[src/rtl/pipe_ctrl_pkg.sv]
// Shared definitions for the pipeline stall/flush controller: stall bit
// positions, stall vector constants, FSM state encoding.
package pipe_ctrl_pkg;

  // Stall vector bit positions, one per pipeline stage.
  localparam int unsigned STALL_PC  = 0;
  localparam int unsigned STALL_IF  = 1;
  localparam int unsigned STALL_ID  = 2;
  localparam int unsigned STALL_EX  = 3;
  localparam int unsigned STALL_MEM = 4;
  localparam int unsigned STALL_WB  = 5;
  localparam int unsigned STALL_W   = 6;

  // Stall vector constants: a decode hazard holds PC/IF/ID; a busy EX also holds EX.
  localparam logic [STALL_W-1:0] StallNone = 6'b000000;
  localparam logic [STALL_W-1:0] StallId   = 6'b000111;
  localparam logic [STALL_W-1:0] StallEx   = 6'b001111;

  // Wait counter width; large enough for the largest legal timeout (255).
  localparam int unsigned WAIT_W = 8;

  // Multi-cycle sequencer states.
  typedef enum logic [1:0] {
    ST_IDLE  = 2'd0,
    ST_ISSUE = 2'd1,
    ST_WAIT  = 2'd2,
    ST_DONE  = 2'd3
  } mc_state_e;

endpackage

[src/rtl/pipe_ctrl_sat_counter.sv]
// Saturating up-counter with synchronous clear (clear wins over increment).
module sat_counter #(
  parameter int unsigned W = 32
) (
  input  logic         clk,
  input  logic         rst,
  input  logic         inc,
  input  logic         clr,
  output logic [W-1:0] count
);

  logic at_max;

  assign at_max = &count;

  // Count register: clear first, then increment unless already all-ones.
  always_ff @(posedge clk or negedge rst) begin
    if (!rst) begin
      count <= '0;
    end else if (clr) begin
      count <= '0;
    end else if (inc && !at_max) begin
      count <= count + 1'b1;
    end
  end

endmodule

[src/rtl/pipe_ctrl.sv]
// Pipeline stall/flush controller. Merges decode and execute stall requests
// into a per-stage stall vector, sequences the iterative multi-cycle unit
// (start / wait for ready / bounded timeout / annul on flush) and counts
// stalled cycles.
//
// Handshake with the multi-cycle unit: mc_start_o is a one-cycle pulse in
// ISSUE; the unit answers with a one-cycle mc_ready_i pulse, honoured only in
// WAIT; mc_annul_o is a one-cycle pulse that aborts an operation in flight
// (flush in ISSUE/WAIT, or timeout); mc_done_o marks the single cycle in
// which EX captures the result (or discards it after an annul).
module pipe_ctrl
  import pipe_ctrl_pkg::*;
#(
  parameter int unsigned MC_TIMEOUT = 64,
  parameter int unsigned CNT_W      = 32
) (
  input  logic             clk,
  input  logic             rst,
  input  logic             stallreq_id_i,
  input  logic             mc_req_i,
  input  logic             mc_ready_i,
  input  logic             flush_i,
  input  logic             cnt_clr_i,
  output logic [5:0]       stall_o,
  output logic             flush_o,
  output logic             mc_start_o,
  output logic             mc_annul_o,
  output logic             mc_done_o,
  output logic             mc_timeout_o,
  output logic [CNT_W-1:0] stall_cnt_o
);

  // Current sequencer state; kept as a named signal so checkers can bind to it.
  mc_state_e         state;
  mc_state_e         state_next;
  logic [WAIT_W-1:0] wait_cnt;
  logic [WAIT_W-1:0] wait_cnt_next;
  logic              timeout_q;
  logic              timeout_set;
  logic              at_limit;
  logic              expire;
  logic              ex_busy;

  assign at_limit = (wait_cnt == WAIT_W'(MC_TIMEOUT - 1));
  // Operation runs out of time this cycle; a simultaneous ready wins.
  assign expire   = (state == ST_WAIT) && !mc_ready_i && at_limit;
  assign ex_busy  = (state == ST_ISSUE) || (state == ST_WAIT) ||
                    ((state == ST_IDLE) && mc_req_i);

  // State, wait counter and sticky timeout flag registers.
  always_ff @(posedge clk or negedge rst) begin
    if (!rst) begin
      state     <= ST_IDLE;
      wait_cnt  <= '0;
      timeout_q <= 1'b0;
    end else begin
      state    <= state_next;
      wait_cnt <= wait_cnt_next;
      if (timeout_set) begin
        timeout_q <= 1'b1;
      end
    end
  end

  // Next-state, wait counter and timeout-flag decisions; flush overrides everything.
  always_comb begin
    state_next    = state;
    wait_cnt_next = wait_cnt;
    timeout_set   = 1'b0;
    if (flush_i) begin
      state_next    = ST_IDLE;
      wait_cnt_next = '0;
    end else begin
      unique case (state)
        ST_IDLE: begin
          if (mc_req_i) begin
            state_next = ST_ISSUE;
          end
        end
        ST_ISSUE: begin
          wait_cnt_next = '0;
          state_next    = ST_WAIT;
        end
        ST_WAIT: begin
          if (mc_ready_i) begin
            state_next = ST_DONE;
          end else if (at_limit) begin
            timeout_set = 1'b1;
            state_next  = ST_DONE;
          end else begin
            wait_cnt_next = wait_cnt + 1'b1;
          end
        end
        ST_DONE: begin
          state_next = ST_IDLE;
        end
        default: begin
          state_next = ST_IDLE;
        end
      endcase
    end
  end

  // Combinational outputs, all forced low while reset is asserted.
  always_comb begin
    stall_o    = StallNone;
    flush_o    = 1'b0;
    mc_start_o = 1'b0;
    mc_annul_o = 1'b0;
    mc_done_o  = 1'b0;
    if (rst) begin
      if (flush_i) begin
        flush_o = 1'b1;
        stall_o = StallNone;
      end else if (ex_busy) begin
        stall_o = StallEx;
      end else if (stallreq_id_i) begin
        stall_o = StallId;
      end
      mc_start_o = (state == ST_ISSUE);
      mc_done_o  = (state == ST_DONE);
      mc_annul_o = (flush_i && ((state == ST_ISSUE) || (state == ST_WAIT))) ||
                   (!flush_i && expire);
    end
  end

  assign mc_timeout_o = timeout_q;

  sat_counter #(
    .W(CNT_W)
  ) u_stall_cnt (
    .clk  (clk),
    .rst  (rst),
    .inc  (stall_o[STALL_PC]),
    .clr  (cnt_clr_i),
    .count(stall_cnt_o)
  );

endmodule

[config.mk]
export PLATFORM = sky130hd
export DESIGN_NAME = pipe_ctrl
export DESIGN_NICKNAME = d
export VERILOG_FILES = /design/src/rtl/pipe_ctrl_pkg.sv /design/src/rtl/pipe_ctrl_sat_counter.sv /design/src/rtl/pipe_ctrl.sv
export SDC_FILE = /design/constraint.sdc
export NUM_CORES = 1
export LEC_CHECK = 0
export BUFFER_PORTS_ARGS = -buffer_cell sky130_fd_sc_hd__buf_4
export CAP_MARGIN = 0
export CORE_MARGIN = 2
export CORE_UTILIZATION = 60
export DETAILED_ROUTE_END_ITERATION = 8
export GPL_TIMING_DRIVEN = 1
export PLACE_DENSITY = 0.84
export SYNTH_ARGS = -nofsm -noshare
export SYNTH_HDL_FRONTEND = slang
export SYNTH_SLANG_ARGS = --single-unit
[constraint.sdc]
create_clock -name clk -period 3.4 [get_ports clk]
set_input_delay 0.51 -clock clk [delete_from_list [all_inputs] [get_ports clk]]
set_output_delay 0.51 -clock clk [all_outputs]
set_load 0.005 [all_outputs]
==> results of run 1 <==
[stage by stage]
step           utilization  std cells  cell area (um^2)
2_1_floorplan            -        287              2630
3_3_place_gp         0.692        374              2970
3_5_place_dp         0.692        374              2970
4_1_cts              0.719        382              3090
5_1_grt              0.719        382              3090
6_report             0.719        382              3090
[worst max path at each step]
stage	startpoint	to	cells past startpoint
detailed placement	state[1]	u_stall_cnt.count[21]	7
CTS	state[0]	u_stall_cnt.count[21]	7
floorplan	state[0]	u_stall_cnt.count[13]	8
global placement	state[0]	u_stall_cnt.count[21]	7
global route	state[1]	u_stall_cnt.count[21]	7
finish	state[0]	u_stall_cnt.count[21]	7
[cells by family (layout without fill, tap and decap cells)]
logic type	Yosys count	in the layout	synth area share
and+or+nand+nor	127	127	0.276
AOI/OAI and AO/OA	75	75	0.192
DFF	43	43	0.410
buffers and inverters	25	68	0.0520
adders and majority gates	7	7	0.0334
muxes	5	5	0.0253
xor gates and xnor gates	3	3	0.0100
other	1	2	0.00143
[registers in the layout, summed over array words and instances (netlist names)]
register	cells
wait_cnt	8
u_stall_cnt.count	32
mc_timeout_o	1
state	2
[cell usage in the layout (no fill, tap or decap), types with 2 or more instances in the layout]
| cell | Yosys | final |
|---|---|---|
| buf_4 | 5 | 50 |
| nor2_1 | 19 | 19 |
| o31a_1 | 3 | 3 |
| ha_1 | 7 | 7 |
| nand2b_1 | 4 | 4 |
| nand3_1 | 14 | 14 |
| clkbuf_8 | 0 | 6 |
| o31ai_1 | 12 | 12 |
| or4_1 | 8 | 8 |
| nor4_1 | 6 | 6 |
| dfrtp_1 | 43 | 43 |
| nand2_1 | 25 | 25 |
| nor2b_1 | 4 | 4 |
| o21ai_1 | 4 | 4 |
| and2_1 | 3 | 3 |
| inv_1 | 10 | 10 |
| nand4_1 | 11 | 11 |
| xor2_1 | 3 | 3 |
| a21oi_1 | 23 | 23 |
| mux2_4 | 3 | 3 |
| or3_1 | 12 | 12 |
| o21ai_0 | 18 | 18 |
| nor3_1 | 8 | 8 |
| and3_1 | 2 | 2 |
| conb_1 | 1 | 2 |
| o41ai_1 | 5 | 5 |
[layer usage]
metal | up-vias | part of all wire
met1 | 1158 | 0.44
met3 | 15 | 0.057
met5 | - | 0
li1 | 1148 | -
met2 | 81 | 0.48
met4 | 0 | 0.021
[area by class of cell]
class / instances / area share
Multi-Input combinational cell: 219 / 0.459
Sequential cell: 43 / 0.348
Timing Repair Buffer: 50 / 0.122
Clock buffer: 6 / 0.0267
Tap cell: 52 / 0.0211
Inverter: 10 / 0.0122
Clock inverter: 2 / 0.0113
[power breakdown]
group | switching (mW) | internal, mW
Combinational | 0.142 | 0.0933
Sequential | 0.0167 | 0.526
Clock | 0.179 | 0.238
==> flow_metrics.py, run 1 <==
metrics = {
    "run_status": {
        "status": "completed",
    },
    "setup_path": {
        "crit_path_max_fanout": 14,
        "reg2reg_from": "state[0]",
        "crit_buf_inv": 1,
        "r2r_slack_ps": 830,
        "crit_top_cell": "a21oi_1",
        "r2r_cells": 7,
        "critPathCaptureType": "flop",
        "worstPathCellList": "inv_1 -> ha_1 -> a21oi_1 -> a21oi_4 -> nand2_1 -> or4b_2 -> a21oi_1",
        "start_kind": "flop",
        "cp_top_family": "simple AND/OR/NAND/NOR gates",
        "slowest_stage": "or4b_2",
        "critPathKind": "reg -> reg",
        "cp_data_arrival_time_ps": 2800,
        "r2r-end": "u_stall_cnt.count[21]",
        "required_ps": 3630,
        "max_stage_delay_ps": 710,
    },
    "place": {
        "place_ws_ps": 868,
        "dp_hpwl_mm": 4.20,
        "finalWeightedCongestion": 0.881,
        "portBuffers": 47,
    },
    "global_route": {
        "grt_pass1_wl_mm": 10.2,
        "grt_overflow": 0,
        "gr-usage-met3": 0.0519,
        "top_usage_layer": "met2",
        "grt_use_met1": 0.347,
        "grt_max_degree": 48,
        "grt_pass1_vias": 2250,
        "grt_usage": 0.257,
        "antenna_found_initial": 0,
        "grt_util_met2": 0.403,
    },
    "synthesis": {
        "yosysSeqAreaShare": 0.410,
        "synth_cell_types": 51,
        "synth_common_cells": "dfrtp_1 (43), nand2_1 (25), a21oi_1 (23), nor2_1 (19), o21ai_0 (18)",
        "postSynthAreaPerCell_um2": 9.18,
        "ys_seq_elements": 43,
        "synth_top_area_cell": "dfrtp_1",
        "syn_area_um2": 2630,
        "yosysWarnings": 0,
        "yosysMostFrequentCell": "dfrtp_1",
        "ys_async_sr_fraction": 1.00,
        "syn_inst": 286,
        "synth.area.top_cells": "dfrtp_1 (41%), a21oi_1 (4.4%), nand2_1 (3.6%), o21ai_0 (3.4%), o31ai_1 (3.4%)",
        "synth-edff-count": 0,
        "ys.flop_type": "dfrtp_1",
        "synth_top_area_share": 0.410,
    },
    "floorplanning": {
        "die_w_um": 70.1,
        "die_h_um": 70.1,
        "ios": 50,
        "design.core.area_um2": 4290,
        "die_area_um2": 4920,
        "start_util": 0.611,
        "std_cell_rows": 24,
    },
    "drt": {
        "wirelength_mm": 6.03,
        "dr.first_iter.drc_count": 242,
        "wl_per_cell_um": 15.8,
        "drc_errors": 0,
        "postRouteAntennaNets": 0,
        "vias_per_cell": 6.29,
        "first_pass_iters": 5,
        "vias": 2402,
    },
    "clock_network": {
        "cts.clk_slew.worst_paths_ps": 80,
        "cts_tree": "yes",
        "ctsLongestPathBuffers": 2,
        "htree_levels": 2,
        "ctsHoldBuffers": 0,
        "clock_latency_ps": 300,
        "cts_buffers": 5,
        "root_buffer": "clkbuf_8",
        "post_cts_resized": 0,
        "clock-sinks": 43,
        "post_cts_buffers": 0,
    },
    "layout": {
        "final_nets": 343,
        "post_route_cells_drive_above_1_share": 0.227,
        "regArea_um2": 1080,
        "diodes": 0,
        "synthToLayoutAreaGrowth_pct": 17.6,
        "multi_input_area_um2": 1420,
        "fill_cells": 346,
    },
    "power_and_ir_drop": {
        "irDropWorstVdd_v": 0.000241,
        "total_power_mw": 1.19,
        "p_leak_nw": 1.31,
        "cellPowerDensity_nw_per_um2": 387,
    },
    "timing": {
        "final.setup.worst_slack_ps": 827,
        "slew_violations": 0,
        "finalSetupViolations": 0,
        "rsz0062_at_grt": "no",
        "worstMarginPinSlew_ps": 579,
        "fin_setup_tns_ps": 0,
        "whs_ps": 307,
        "fin_worst_skew_ps": 8.57,
        "max_freq_mhz": 389,
        "slew_headroom": 0.614,
        "finalHoldViolCount": 0,
        "min_period_ps": 2570,
        "period_share": 0.757,
    },
    "worst_hold_path": {
        "hold_class": "in -> async",
    },
    "flow_run": {
        "maxCapViolCount": 0,
    },
}
(Power assumes the default switching activity.)
==> run 2: changes to the inputs <==
--- a/config.mk
+++ b/config.mk
@@ -5,13 +5,14 @@
 export SDC_FILE = /design/constraint.sdc
 export NUM_CORES = 1
 export LEC_CHECK = 0
+export ABC_AREA = 1
 export BUFFER_PORTS_ARGS = -buffer_cell sky130_fd_sc_hd__buf_4
 export CAP_MARGIN = 0
 export CORE_MARGIN = 2
-export CORE_UTILIZATION = 60
+export CORE_UTILIZATION = 57
 export DETAILED_ROUTE_END_ITERATION = 8
 export GPL_TIMING_DRIVEN = 1
-export PLACE_DENSITY = 0.84
+export PLACE_DENSITY = 0.8
 export SYNTH_ARGS = -nofsm -noshare
 export SYNTH_HDL_FRONTEND = slang
 export SYNTH_SLANG_ARGS = --single-unit
==> constraint.sdc (replaced) <==
create_clock -name clk -period 2.6 [get_ports clk]
set_input_delay 0.39 -clock clk [delete_from_list [all_inputs] [get_ports clk]]
set_output_delay 0.39 -clock clk [all_outputs]
set_load 0.005 [all_outputs]
==> run 2 against run 1 <==
Net effect: sequential power up 32%; cell area rose by 13%; flip-flop and latch count did not move; largest power group unchanged; register-to-register slack worse by 360 ps; utilization decreased by 3.4 points; die area rose by 19%; power increased by 38%.
==> flow_metrics.py, run 2 <==
metrics = {
    "power_and_ir_drop": {
        "total_power_mw": 1.65,
        "p_clk_frac": 0.339,
        "cellPowerDensity_nw_per_um2": 472,
        "irDropWorstVdd_v": 0.000330,
        "p_seq_frac": 0.434,
        "power_switching_mw": 0.526,
        "power_frac_comb": 0.226,
        "p_int_mw": 1.12,
        "sw_frac_of_total": 0.319,
        "p_leak_nw": 1.76,
    },
    "timing": {
        "period_share": 0.916,
        "min_period_ps": 2380,
        "rsz0062_at_grt": "no",
        "slew_violations": 0,
        "worstMarginPinSlew_ps": 685,
        "finalSetupViolations": 0,
        "fin_setup_tns_ps": 0,
        "slew_headroom": 0.543,
        "whs_ps": 184,
        "fin_worst_skew_ps": 9.00,
        "finalHoldViolCount": 0,
        "max_freq_mhz": 420,
        "final.setup.worst_slack_ps": 219,
    },
    "layout": {
        "post_route_cells_drive_above_1_share": 0.144,
        "diodes": 0,
        "synthToLayoutAreaGrowth_pct": 16.2,
        "final_cell_mix": "nand2_1 (184), nor2_1 (62), buf_4 (49), inv_1 (46), dfrtp_1 (43)",
        "largest_reg_flops": 32,
        "regMostFlops": "u_stall_cnt.count",
        "final_nets": 519,
        "reg_top3": "u_stall_cnt.count (32), wait_cnt (8), state (2)",
        "fill_cells": 483,
        "mostFrequentLayoutCell": "nand2_1",
        "finalNonFillerCells": 576,
    },
    "drt": {
        "wl_per_cell_um": 12.8,
        "wirelength_mm": 7.37,
        "vias": 2965,
        "postRouteAntennaNets": 0,
        "drc_errors": 0,
        "first_pass_iters": 6,
        "dr.first_iter.drc_count": 233,
        "vias_per_cell": 5.15,
    },
    "setup_path": {
        "crit_top_cell": "inv_1",
        "r2r_cells": 11,
        "critPathKind": "reg -> out",
        "max_stage_delay_ps": 430,
        "start_kind": "flop",
        "cp_data_arrival_time_ps": 1990,
        "critPathCaptureType": "output port",
        "required_ps": 2210,
        "slowest_stage": "dfrtp_1",
        "worstPathCellList": "inv_1 -> ha_1 -> inv_1 -> nor2_2 -> inv_1 -> nor2_2 -> nand3_1 -> nand2_1 -> buf_4",
        "crit_path_max_fanout": 5,
    },
    "worst_hold_path": {
        "hold_class": "in -> async",
    },
    "place": {
        "finalWeightedCongestion": 0.905,
        "place_ws_ps": 285,
        "dp_cells": 568,
        "dp_hpwl_mm": 5.40,
        "portBuffers": 47,
    },
    "synthesis": {
        "synth.area.top_cells": "dfrtp_1 (36%), nand2_1 (23%), nor2_1 (8.0%), inv_1 (5.7%), nand3_1 (5.5%)",
        "postSynthAreaPerCell_um2": 6.52,
        "ys_seq_elements": 43,
        "ys.flop_type": "dfrtp_1",
        "syn_area_um2": 3010,
        "yosysMostFrequentCell": "nand2_1",
        "synth_top_area_cell": "dfrtp_1",
        "synth_cell_types": 28,
        "synth_common_cells": "nand2_1 (184), nor2_1 (64), inv_1 (46), dfrtp_1 (43), nand3_1 (33)",
        "yosysWarnings": 0,
        "yosysSeqAreaShare": 0.357,
        "synth_top_area_share": 0.357,
        "ys_async_sr_fraction": 1.00,
        "syn_inst": 462,
        "synth-edff-count": 0,
    },
    "clock_network": {
        "htree_levels": 2,
        "cts_tree": "yes",
        "ctsHoldBuffers": 0,
        "clock_latency_ps": 310,
        "cts.clk_slew.worst_paths_ps": 80,
        "ctsLongestPathBuffers": 2,
        "root_buffer": "clkbuf_8",
        "clock-sinks": 43,
        "cts_buffers": 5,
    },
    "floorplanning": {
        "start_util": 0.589,
        "die_w_um": 76.7,
        "std_cell_rows": 26,
        "die_h_um": 76.7,
        "die_area_um2": 5880,
        "design.core.area_um2": 5110,
        "ios": 50,
    },
    "global_route": {
        "grt_max_degree": 48,
        "grt_pass1_vias": 2631,
        "grt_usage": 0.261,
        "grt_overflow": 0,
        "antenna_found_initial": 0,
        "grt_pass1_wl_mm": 12.4,
    },
    "run_status": {
        "status": "completed",
    },
    "flow_run": {
        "maxCapViolCount": 0,
    },
}
## run 2: changes by cell type in the layout (fill, tap and decap cells not counted), sizes merged, moves of 6 or more
cell,change
a21oi,-16
inv,+37
nand2,+164
nand3,+19
nor2,+52
nor3,-8
nor4,-7
o31ai,-13
or3,-13
or4,-9
xor2,+6
## run 2: worst paths after layout
| check | startpoint | to | slack [ps] |
|---|---|---|---|
| setup / recovery | state[0] | mc_annul_o | 220 |
| hold / removal | rst | state[0] | 180 |
| setup reg to reg | state[0] | u_stall_cnt.count[22] | 470 |
| hold reg to reg | mc_timeout_o | mc_timeout_o | 460 |
| max in group asynchronous | rst | u_stall_cnt.count[20] | 2010 |
| min in group clk | mc_ready_i | wait_cnt[5] | 400 |
## run 2: through the flow
stage	util	cell area, um^2
global route	0.685	3500
finish	0.685	3500
CTS	0.683	3490
floorplan	-	3010
global placement	0.660	3370
detailed placement	0.660	3370
## run 2: logic make-up after synthesis
kind of cell / Yosys count / share of synthesized area
flip-flops: 43 / 0.357
AO/OA/AOI/OAI: 33 / 0.0586
AND/OR/NAND/NOR: 305 / 0.426
adder cells (fa/ha/maj): 7 / 0.0291
other: 1 / 0.00125
XOR/XNOR: 12 / 0.0349
buffers and inverters: 61 / 0.0927
## run 2: repair_timing
item / in CTS / in global routing
resized for setup: 0 / 3
endpoints found under the setup margin: 0 / 3
setup buffers: 0 / 0
## run 2: final cells by class
| type | instances | area [um^2] | area share |
|---|---|---|---|
| multi-input cells | 359 | 1670 | 0.477 |
| flip-flops and latches | 43 | 1080 | 0.308 |
| repair buffers | 49 | 368 | 0.105 |
| inverters | 47 | 181 | 0.0519 |
| well taps | 70 | 87.6 | 0.0250 |
| clock buffers | 6 | 82.6 | 0.0236 |
| clock inverters | 2 | 35.0 | 0.0100 |
## run 2: power groups by stage
stage               Combinational, mW  Sequential [mW]  Clock (mW)
finish                          0.373            0.717       0.560
global route                    0.419            0.721       0.594
CTS                             0.368            0.717       0.565
detailed placement              0.364            0.731           0
global placement                0.354            0.726           0
floorplan                       0.266            0.725           0
## run 2: routing by layer
layer  wire length, um  vias to the layer above  global-route usage
met4                67                        0              0.0600
li1                  -                     1512                   -
met5                 0                        -                   0
met2              3440                       87               0.430
met1              3420                     1360               0.363
met3               445                        6              0.0388
## run 2: critical path, delay by kind of cell (launching register included)
kind                     cells  cell delay [ps]
buffers and inverters        4              470
adder cells (fa/ha/maj)      1              230
flip-flops                   1              430
AND/OR/NAND/NOR              4              550
